--- config.mk ---
export PLATFORM = sky130hd
export DESIGN_NAME = bcd2bin_16
export DESIGN_NICKNAME = d
export VERILOG_FILES = /design/src/rtl/bcd2bin_16.sv
export SDC_FILE = /design/constraint.sdc
export NUM_CORES = 1
export LEC_CHECK = 0
export ABC_AREA = 1
export ABC_CLOCK_PERIOD_IN_PS = 2100
export CORE_MARGIN = 2
export CORE_UTILIZATION = 50
export CTS_CLUSTER_DIAMETER = 30
export DETAILED_ROUTE_END_ITERATION = 12
export PLACE_DENSITY_LB_ADDON = 0.1
export SLEW_MARGIN = 15
export SYNTH_ARGS = -nofsm -noshare
export SYNTH_HDL_FRONTEND = slang
export SYNTH_SLANG_ARGS = --single-unit
--- constraint.sdc ---
create_clock -name clk -period 2.1 [get_ports clk]
set_clock_uncertainty 0.05 [all_clocks]
set_input_delay 0.525 -clock clk [delete_from_list [all_inputs] [get_ports clk]]
set_output_delay 0.525 -clock clk [all_outputs]
set_load 0.02 [all_outputs]
--- src/rtl/bcd2bin_16.sv ---
// Five-digit BCD to 16-bit binary converter using a serial reverse double-dabble.
// One conversion takes 17 clock cycles; the result saturates at 16'hFFFF.
module bcd2bin_16 (
  input  logic        clk,
  input  logic        rst,
  input  logic        start,
  input  logic [3:0]  BCD_0,
  input  logic [3:0]  BCD_1,
  input  logic [3:0]  BCD_2,
  input  logic [3:0]  BCD_3,
  input  logic [3:0]  BCD_4,
  output logic [15:0] B,
  output logic        busy,
  output logic        done,
  output logic        err,
  output logic        ovf
);

  typedef enum logic [1:0] {StIdle, StShift, StDoneOut} state_e;

  state_e      state_q, state_d;
  logic [19:0] bcd_q, bcd_d;
  logic [16:0] acc_q, acc_d;
  logic [4:0]  cnt_q, cnt_d;
  logic        inv_q, inv_d;
  logic [15:0] b_q, b_d;
  logic        done_q, done_d;
  logic        err_q, err_d;
  logic        ovf_q, ovf_d;

  logic [19:0] bcd_sh, bcd_fix;
  logic [16:0] acc_sh;
  logic [3:0]  digit;
  logic        any_invalid;

  always_comb begin
    any_invalid = (BCD_0 > 4'd9) || (BCD_1 > 4'd9) || (BCD_2 > 4'd9) ||
                  (BCD_3 > 4'd9) || (BCD_4 > 4'd9);

    // One reverse double-dabble step: shift right, then correct each digit >= 8.
    bcd_sh  = {1'b0, bcd_q[19:1]};
    acc_sh  = {bcd_q[0], acc_q[16:1]};
    bcd_fix = bcd_sh;
    digit   = 4'd0;
    for (int i = 0; i < 5; i++) begin
      digit = bcd_sh[4*i +: 4];
      if (digit >= 4'd8) begin
        bcd_fix[4*i +: 4] = digit - 4'd3;
      end
    end
  end

  always_comb begin
    state_d = state_q;
    bcd_d   = bcd_q;
    acc_d   = acc_q;
    cnt_d   = cnt_q;
    inv_d   = inv_q;
    b_d     = b_q;
    err_d   = err_q;
    ovf_d   = ovf_q;
    done_d  = 1'b0;

    case (state_q)
      StIdle: begin
        if (start) begin
          bcd_d   = {BCD_4, BCD_3, BCD_2, BCD_1, BCD_0};
          acc_d   = 17'd0;
          cnt_d   = 5'd0;
          inv_d   = any_invalid;
          state_d = StShift;
        end
      end
      StShift: begin
        bcd_d = bcd_fix;
        acc_d = acc_sh;
        cnt_d = cnt_q + 5'd1;
        if (cnt_q == 5'd16) begin
          state_d = StDoneOut;
        end
      end
      default: state_d = StIdle;
    endcase

    // DONE_OUT is only ever a next-state decode: results load and the FSM
    // lands in IDLE on the same edge, so it never occupies a cycle.
    if (state_d == StDoneOut) begin
      done_d  = 1'b1;
      state_d = StIdle;
      if (inv_q) begin
        err_d = 1'b1;
        ovf_d = 1'b0;
        b_d   = 16'h0000;
      end else if (acc_sh[16]) begin
        err_d = 1'b0;
        ovf_d = 1'b1;
        b_d   = 16'hFFFF;
      end else begin
        err_d = 1'b0;
        ovf_d = 1'b0;
        b_d   = acc_sh[15:0];
      end
    end
  end

  always_ff @(posedge clk) begin
    if (rst) begin
      state_q <= StIdle;
      bcd_q   <= 20'd0;
      acc_q   <= 17'd0;
      cnt_q   <= 5'd0;
      inv_q   <= 1'b0;
      b_q     <= 16'h0000;
      done_q  <= 1'b0;
      err_q   <= 1'b0;
      ovf_q   <= 1'b0;
    end else begin
      state_q <= state_d;
      bcd_q   <= bcd_d;
      acc_q   <= acc_d;
      cnt_q   <= cnt_d;
      inv_q   <= inv_d;
      b_q     <= b_d;
      done_q  <= done_d;
      err_q   <= err_d;
      ovf_q   <= ovf_d;
    end
  end

  assign B    = b_q;
  assign busy = (state_q == StShift);
  assign done = done_q;
  assign err  = err_q;
  assign ovf  = ovf_q;

endmodule

==> run_results.csv, run 1 <==
group,metric,value,unit
status,status,"complete, no violations",
worst_hold_path,hold_start,"acc_q[1]",
detailed_routing,ant_nets,0,
critical_path,cp_top_family,"buffers and inverters",
timing,tns,0,ns
critical_path,ff2ff_setup_slack,0.57,ns
global_routing,grt_pass1_wl,11700,um
place,io_buffers,42,
cts,cts-htree-levels,3,
synth,seq_area_frac_synth,41.9,%
power,ir_drop,0.533,mV
global_routing,grt_pass1_vias,2517,
floorplan,rows,28,
synth,post-synth-top-count-cell,"nand2_1",
floorplan,ios,43,
critical_path,cp-end-kind,"primary output",
cts,cts_buffer_depth,2,
critical_path,start_kind,"register",
synth,ys_warn_count,0,
timing,fin_ws,0.219,ns
place,dp.cells,542,
global_routing,globalRouteOverflowTotal,0,
cells_and_area,utilization,63.1,%
detailed_routing,wl,7020,um
timing,fmax,532,MHz
floorplan,start_util,51.2,%
cells_and_area,nets,511,
critical_path,critPathBufInv,1,
timing,rsz0062_at_grt,"false",
power,power_leakage,0.00163,uW
timing,slew_viol_final,0,
synth,synth_top_area_share,41.9,%
cts,cts_root_buffer,"clkbuf_8",
power,pwr-share-seq,46.4,%
detailed_routing,vias_per_cell,5.07,
timing,min_period_over_period,89.6,%
global_routing,track_usage,22.6,%
power,power_frac_clock,44.3,%
synth,ys_top_cells_by_area,"dfxtp_1 (42%), nand2_1 (15%), nand3_1 (8.5%)",
critical_path,required,1.52,ns
cells_and_area,diodes,0,
critical_path,arrival,1.31,ns
cts,clk_pin_slew_worst_paths,0.08,ns
cells_and_area,syn_to_final_growth,23.3,%
global_routing,grt_max_degree,38,
power,power.density,732,mW/mm^2
power,p_int,2040,uW
synth,synth_cell_types,27,
floorplan,chipWidth,81.6,um
critical_path,slowest_stage,"clkdlybuf4s50_1",
place,hpwl,4530,um
synth,avgSynthCellArea,6.91,sq um
worst_hold_path,worstHoldPathCells,2,
timing,worstMarginPinSlew,0.662,ns
cells_and_area,fin_cells,558,
critical_path,r2r_end,"B[2]",
critical_path,r2r-start,"cnt_q[0]",
critical_path,r2r_cells,8,
floorplan,design.die.area,0.00666,sq mm
critical_path,max_stage_delay,0.61,ns
synth,synth_edf_count,0,
synth,synth.top_cells.by_count,"nand2_1 (123), dfxtp_1 (63), nand3_1 (51)",
critical_path,critPathKind,"register to primary output",
timing,relSlewSlack,55.8,%
cts,cts_buffers,9,
synth,synthesis.nets,469,
timing,hold_violations,0,
detailed_routing,first_pass_iters,5,
synth,synthArstFlopShare,0,%
global_routing,antenna_found_initial,0,
power,p_switching,682,uW
detailed_routing,avgRoutedWirePerCell,12.6,um
detailed_routing,drt_iter0_drc,142,
floorplan,core_area,0.00589,sq mm
power,combPwrFrac,9.2,%
detailed_routing,num_vias,2830,
place,dpl_worst_slack,0.275,ns
synth,ys_seq_elements,63,
synth,synthCells,436,
place,gp_congestion,0.794,
critical_path,critPathMaxFanout,2,
cts,clk_latency,0.33,ns
worst_hold_path,min_to,"acc_q[1]",
power,finalPower,2720,uW
cts,cts_tree,"yes",
synth,synth_flop_cell,"dfxtp_1",
timing,period_minus_slack,1.88,ns
worst_hold_path,hold_class,"register to register",
job,max-cap-violations,0,
floorplan,die_h,81.6,um
critical_path,worstPathCellList,"clkdlybuf4s50_1",
cts,clock-sinks,63,
detailed_routing,drc,0,
synth,netlist_area,0.00301,sq mm
cells_and_area,layout-drive-gt1-share,7.66,%
power,swShare,25.1,%
synth,synth_area_leader_cell,"dfxtp_1",
timing,finalSetupViolations,0,
cts,ctsHoldBuffers,0,
## area by class of cell
class	count	area, sq um
inverter	39	146
timing repair buffer	51	512
clock buffer	10	138
fill	551	2170
tap	75	93.8
multi-input combinational	314	1470
clock inverter	6	92.6
sequential	63	1260
## what timing repair did
item,in CTS,in global routing
hold endpoints to repair,0,0
buffers inserted,0,0
resized for setup,1,0
setup endpoints to repair,1,0
## metal layers
layer  track usage, %  vias up  part of all wire (%)
met5                0        -                     0
met4             8.17        0                   1.2
met3             4.62        8                   5.9
met2             35.1       85                    43
met1             31.2     1270                    50
li1                 -     1467                     -
## worst max-delay path by stage
stage	startpoint	endpoint	slack, ns	cells past startpoint
final	B[14]	B[14]	0.22	1
after global routing	B[14]	B[14]	0.16	1
after CTS	B[14]	B[14]	0.21	1
after detailed placement	start	bcd_q[15]	0.28	8
after global placement	rst	B[2]	0.31	5
after floorplan	state_q[0]	busy	0.66	3
## metrics by stage
step	hold slack [ns]	cell area, sq um
finish	0.410	3720
global route	0.439	3720
CTS	0.412	3720
detailed placement	0.402	3490
global placement	0.398	3490
floorplan	0.389	3010
## state kept, by name (all words and copies together), names as in the netlist
name and flops:
ovf 1, B 16, err 1, done 1
state_q 2, acc_q 16, bcd_q 20, cnt_q 5
inv_q 1
## power groups by stage
stage | Clock [uW] | Sequential, uW | Combinational (uW)
2_1_floorplan | 0 | 1270 | 165
3_3_place_gp | 0 | 1290 | 247
3_5_place_dp | 0 | 1290 | 249
4_1_cts | 1220 | 1260 | 251
5_1_grt | 1270 | 1270 | 284
6_report | 1210 | 1260 | 251
## cells by family after synthesis
| kind of cell | share of synthesized area [%] |
|---|---|
| adders and majority gates | 4.15 |
| and+or+nand+nor | 32.7 |
| other | 0.124 |
| DFF | 41.9 |
| buffers and inverters | 9.26 |
| AOI/OAI and AO/OA | 11.9 |
## cells in the final DEF, fill, tap and decap left out, types with 3 or more instances in the layout
cell type / count
nor2_1: 48
clkbuf_8: 10
a21oi_1: 40
nand2_2: 3
nand2_1: 123
o21ai_0: 30
buf_4: 7
nand3_1: 51
inv_2: 4
inv_1: 34
dfxtp_1: 63
ha_1: 10
clkdlybuf4s50_1: 41
## worst min-delay path, stage by stage, from the launching register on
cell and delay (ns):
dfxtp_1 0.31, nand2_1 0.06, a21oi_1 0.05
Power figures use the tool's default switching activity.
==> inputs of run 2 (changes only) <==
--- a/config.mk
+++ b/config.mk
@@ -8,7 +8,8 @@
 export ABC_AREA = 1
 export ABC_CLOCK_PERIOD_IN_PS = 2100
 export CORE_MARGIN = 2
-export CORE_UTILIZATION = 50
+export CORE_UTILIZATION = 55
+export CTS_BUF_LIST = sky130_fd_sc_hd__clkbuf_4
 export CTS_CLUSTER_DIAMETER = 30
 export DETAILED_ROUTE_END_ITERATION = 12
 export PLACE_DENSITY_LB_ADDON = 0.1
==> run 2 against run 1 <==
Against the previous run: critical path depth stayed put; flip-flop and latch count stayed put; final area is 2.1% lower; cell count is 1.1% lower; core utilization is 6.7 points higher; via count is 2.3% higher; global-route usage is 2.6 points higher; sequential share of layout area is 0.77 points higher; worst hold slack better by 0.017 ns; die area is 8.6% lower; critical path type unchanged; largest power group unchanged; register-to-register slack worse by 0.02 ns; fmax is 4.5% lower.
==> run_results.csv, run 2 (synthesis gave the netlist of run 1 again) <==
group,metric,value,unit
detailed_routing,drt_iter0_drc,312,
critical_path,cp_top_family,"buffers and inverters",
critical_path,r2r_end,"B[4]",
cells_and_area,fill_cells,474,
cts,clock-sinks,63,
cts,cts_buffer_depth,2,
timing,relSlewSlack,52.4,%
place,io_buffers,42,
cells_and_area,largest_reg_flops,20,
floorplan,die_h,78.0,um
global_routing,globalRouteOverflowTotal,0,
floorplan,start_util,57.9,%
critical_path,cp-end-kind,"primary output",
timing,fmax,508,MHz
cells_and_area,layout_common_cells,"nand2_1 (123), dfxtp_1 (62), nand3_1 (51), nor2_1 (48), clkdlybuf4s50_1 (41)",
critical_path,worstPathCellList,"clkdlybuf4s50_1",
cts,post_cts_buffers,0,
cells_and_area,regMostFlops,"bcd_q",
critical_path,r2r-start,"cnt_q[0]",
detailed_routing,num_vias,2894,
timing,min_period_over_period,93.7,%
power,power.density,682,mW/mm^2
cts,cts_tree,"yes",
power,ir_drop,0.529,mV
status,status,"complete, no violations",
power,power_leakage,0.00160,uW
detailed_routing,first_pass_iters,5,
floorplan,design.die.area,0.00609,sq mm
global_routing,grt_pass1_vias,2593,
critical_path,required,1.52,ns
critical_path,slowest_stage,"clkdlybuf4s50_1",
timing,worstMarginPinSlew,0.712,ns
worst_hold_path,min_to,"B[3]",
cts,cts_buffers,9,
critical_path,max_stage_delay,0.61,ns
cts,clk_pin_slew_worst_paths,0.11,ns
floorplan,rows,26,
cells_and_area,multi_input_area,0.00147,sq mm
floorplan,chipWidth,78.0,um
cts,clk_latency,0.42,ns
floorplan,core_area,0.00520,sq mm
timing,period_minus_slack,1.97,ns
cells_and_area,diodes,0,
cells_and_area,layout-drive-gt1-share,7.47,%
detailed_routing,ant_nets,0,
critical_path,r2r_cells,8,
timing,fin_ws,0.132,ns
place,dpl_worst_slack,0.251,ns
critical_path,critPathMaxFanout,2,
global_routing,grt_max_degree,38,
detailed_routing,drc,0,
floorplan,ios,43,
critical_path,arrival,1.39,ns
worst_hold_path,hold_class,"register to register",
timing,tns,0,ns
cts,cts-htree-levels,3,
cells_and_area,layout_commonest_cell,"nand2_1",
detailed_routing,wl,7080,um
timing,finalSetupViolations,0,
cells_and_area,syn_to_final_growth,20.7,%
critical_path,ff2ff_setup_slack,0.55,ns
global_routing,antenna_found_initial,0,
cells_and_area,seq_area,0.00126,sq mm
timing,hold_slack,0.427,ns
timing,rsz0062_at_grt,"false",
worst_hold_path,hold_start,"B[3]",
place,hpwl,4660,um
timing,hold_violations,0,
cts,cts_root_buffer,"clkbuf_4",
detailed_routing,avgRoutedWirePerCell,12.8,um
cells_and_area,fin_cells,552,
global_routing,track_usage,25.2,%
critical_path,critPathKind,"register to primary output",
worst_hold_path,worstHoldPathCells,2,
detailed_routing,vias_per_cell,5.24,
place,gp_congestion,0.875,
critical_path,critPathBufInv,1,
timing,slew_viol_final,0,
critical_path,start_kind,"register",
job,max-cap-violations,0,
global_routing,grt_pass1_wl,12100,um
cells_and_area,nets,510,
place,dp.cells,536,
run 2: per-stage QoR:
stage	power, uW	area, sq um	util, %
floorplan	1440	3010	-
global placement	1530	3470	66.7
detailed placement	1540	3470	66.7
CTS	2500	3640	69.9
global route	2590	3640	69.9
finish	2480	3640	69.9
run 2: worst max path at each step:
stage,from,end,slack [ns],cells past startpoint
6_report,B[0],B[0],0.13,1
5_1_grt,B[9],B[9],0.08,1
4_1_cts,B[0],B[0],0.11,1
3_5_place_dp,start,bcd_q[18],0.25,7
3_3_place_gp,start,bcd_q[0],0.29,7
2_1_floorplan,state_q[0],busy,0.66,3
run 2: area by class of cell:
cell class | instances | area share (%)
multi-input combinational | 314 | 40.5
inverter | 39 | 4.02
clock inverter | 7 | 2.65
tap | 70 | 2.41
clock buffer | 9 | 1.86
sequential | 63 | 34.7
timing repair buffer | 50 | 13.9
run 2: timing repair:
action | CTS | global route
setup endpoints to repair | 1 | 0
gates resized for setup | 2 | 0
hold buffers | 0 | 0
run 2: layer usage:
metal  wire length, um  up-vias  track usage, %
met5                 0        -               0
met4               165        0            12.6
met2              3130       97            38.0
li1                  -     1480               -
met1              3290     1300            34.6
met3               494       17            4.94
run 2: report_power, final:
part           internal [uW]  total, uW  switching, uW
registers               1220       1260           39.5
logic                    106        249            144
clock network            484        968            484
total                   1810       2480            667
==> inputs of run 3 (changes only) <==
--- a/config.mk
+++ b/config.mk
@@ -9,7 +9,6 @@
 export ABC_CLOCK_PERIOD_IN_PS = 2100
 export CORE_MARGIN = 2
 export CORE_UTILIZATION = 55
-export CTS_BUF_LIST = sky130_fd_sc_hd__clkbuf_4
 export CTS_CLUSTER_DIAMETER = 30
 export DETAILED_ROUTE_END_ITERATION = 12
 export PLACE_DENSITY_LB_ADDON = 0.1
==> run 3 against run 2 <==
Against the previous run: non-clock buffer count did not move; final area up 1.9%; via count rose by 1.1%; flip-flop and latch count is the same; highest routed layer unchanged; die area unchanged; first-iteration DRC count up 1.6%; clock-buffer cell count is 1 higher; routed wire length rose by 2.8%.
==> run_results.csv, run 3 (synthesis gave the netlist of run 1 again) <==
group,metric,value,unit
critical_path,cp_top_family,"buffers and inverters",
detailed_routing,vias_per_cell,5.30,
place,gp_congestion,0.875,
cells_and_area,utilization,71.2,%
timing,fmax,530,MHz
critical_path,r2r_end,"B[4]",
timing,finalSetupViolations,0,
cts,cts_buffers,9,
detailed_routing,ant_nets,0,
place,hpwl,4660,um
critical_path,worstPathCellList,"clkdlybuf4s50_1",
cells_and_area,nets,510,
timing,rsz0062_at_grt,"false",
cells_and_area,regMostFlops,"bcd_q",
critical_path,cp-end-kind,"primary output",
power,p_int,2040,uW
power,p_switching,702,uW
worst_hold_path,worstHoldPathCells,2,
cts,cts_root_buffer,"clkbuf_8",
worst_hold_path,min_to,"B[7]",
critical_path,critPathKind,"register to primary output",
timing,min_period_over_period,89.8,%
floorplan,start_util,57.9,%
cts,cts_buffer_depth,2,
cells_and_area,layout_commonest_cell,"nand2_1",
cts,clk_pin_slew_worst_paths,0.08,ns
place,io_buffers,42,
worst_hold_path,hold_class,"register to register",
detailed_routing,num_vias,2927,
detailed_routing,wl,7280,um
timing,period_minus_slack,1.89,ns
place,dp.cells,536,
timing,slew_viol_final,0,
timing,fin_ws,0.214,ns
detailed_routing,drt_iter0_drc,317,
cts,clk_latency,0.35,ns
timing,hold_violations,0,
power,power.density,739,mW/mm^2
power,pwr-share-seq,46.2,%
floorplan,ios,43,
floorplan,rows,26,
cts,cts-htree-levels,3,
job,max-cap-violations,0,
status,status,"complete, no violations",
floorplan,chipWidth,78.0,um
global_routing,grt_max_degree,38,
worst_hold_path,hold_start,"B[7]",
critical_path,max_stage_delay,0.61,ns
critical_path,r2r-start,"cnt_q[1]",
cts,clock-sinks,63,
cts,post_cts_buffers,0,
cells_and_area,layout_common_cells,"nand2_1 (123), dfxtp_1 (62), nand3_1 (51), nor2_1 (48), clkdlybuf4s50_1 (41)",
critical_path,start_kind,"register",
critical_path,r2r_cells,8,
detailed_routing,first_pass_iters,5,
floorplan,core_area,0.00520,sq mm
cells_and_area,fin_cells,552,
floorplan,design.die.area,0.00609,sq mm
critical_path,arrival,1.31,ns
cells_and_area,diodes,0,
global_routing,antenna_found_initial,0,
critical_path,slowest_stage,"clkdlybuf4s50_1",
critical_path,ff2ff_setup_slack,0.54,ns
global_routing,track_usage,25.6,%
critical_path,required,1.52,ns
global_routing,globalRouteOverflowTotal,0,
cells_and_area,layout-drive-gt1-share,7.68,%
critical_path,critPathMaxFanout,2,
power,finalPower,2740,uW
cells_and_area,syn_to_final_growth,23.0,%
global_routing,grt_pass1_wl,12200,um
place,dpl_worst_slack,0.251,ns
cts,ctsHoldBuffers,0,
timing,worstMarginPinSlew,0.744,ns
critical_path,critPathBufInv,1,
power,ir_drop,0.536,mV
floorplan,die_h,78.0,um
detailed_routing,drc,0,
timing,tns,0,ns
cells_and_area,largest_reg_flops,20,
power,power_frac_clock,44.7,%
detailed_routing,avgRoutedWirePerCell,13.2,um
power,swShare,25.6,%
power,power_leakage,0.00164,uW
cts,cts_tree,"yes",
power,combPwrFrac,9.1,%
timing,relSlewSlack,50.3,%
global_routing,grt_pass1_vias,2601,
run 3: routing by layer:
metal	routed length, um	track usage (%)	vias to the layer above
met3	509	4.83	15
li1	-	-	1474
met5	0	0	-
met4	165	12.5	0
met1	3370	35.4	1326
met2	3230	38.7	112
run 3: final cells by class:
cell class	instances	area, sq um
clock inverters	6	92.6
clock buffers	10	138
fillers	460	1500
flip-flops and latches	63	1260
inverters	39	146
repair buffers	50	508
multi-input cells	314	1470
well taps	70	87.6
run 3: how the worst max path moves through the flow:
stage | start | to | slack, ns | cells past startpoint
4_1_cts | state_q[1] | busy | 0.0009 | 4
6_report | B[0] | B[0] | 0.21 | 1
3_5_place_dp | start | bcd_q[18] | 0.25 | 7
2_1_floorplan | state_q[0] | busy | 0.66 | 3
5_1_grt | B[0] | B[0] | 0.17 | 1
3_3_place_gp | start | bcd_q[0] | 0.29 | 7
run 3: through the flow:
step	hold WS (ns)	area, sq um
floorplan	0.389	3010
global placement	0.399	3470
detailed placement	0.411	3470
CTS	0.424	3700
global route	0.441	3710
finish	0.420	3710
run 3: power by group through the flow:
stage	clock network, uW	registers [uW]	logic [uW]
global route	1290	1270	283
CTS	1240	1260	249
detailed placement	0	1290	247
global placement	0	1290	243
finish	1220	1260	250
floorplan	0	1270	165
run 3: repair_timing:
item                                    in CTS  in global routing
hold endpoints to repair                     0                  0
endpoints found under the setup margin       1                  1
resized for setup                            1                  1
pin swaps                                    0                  0
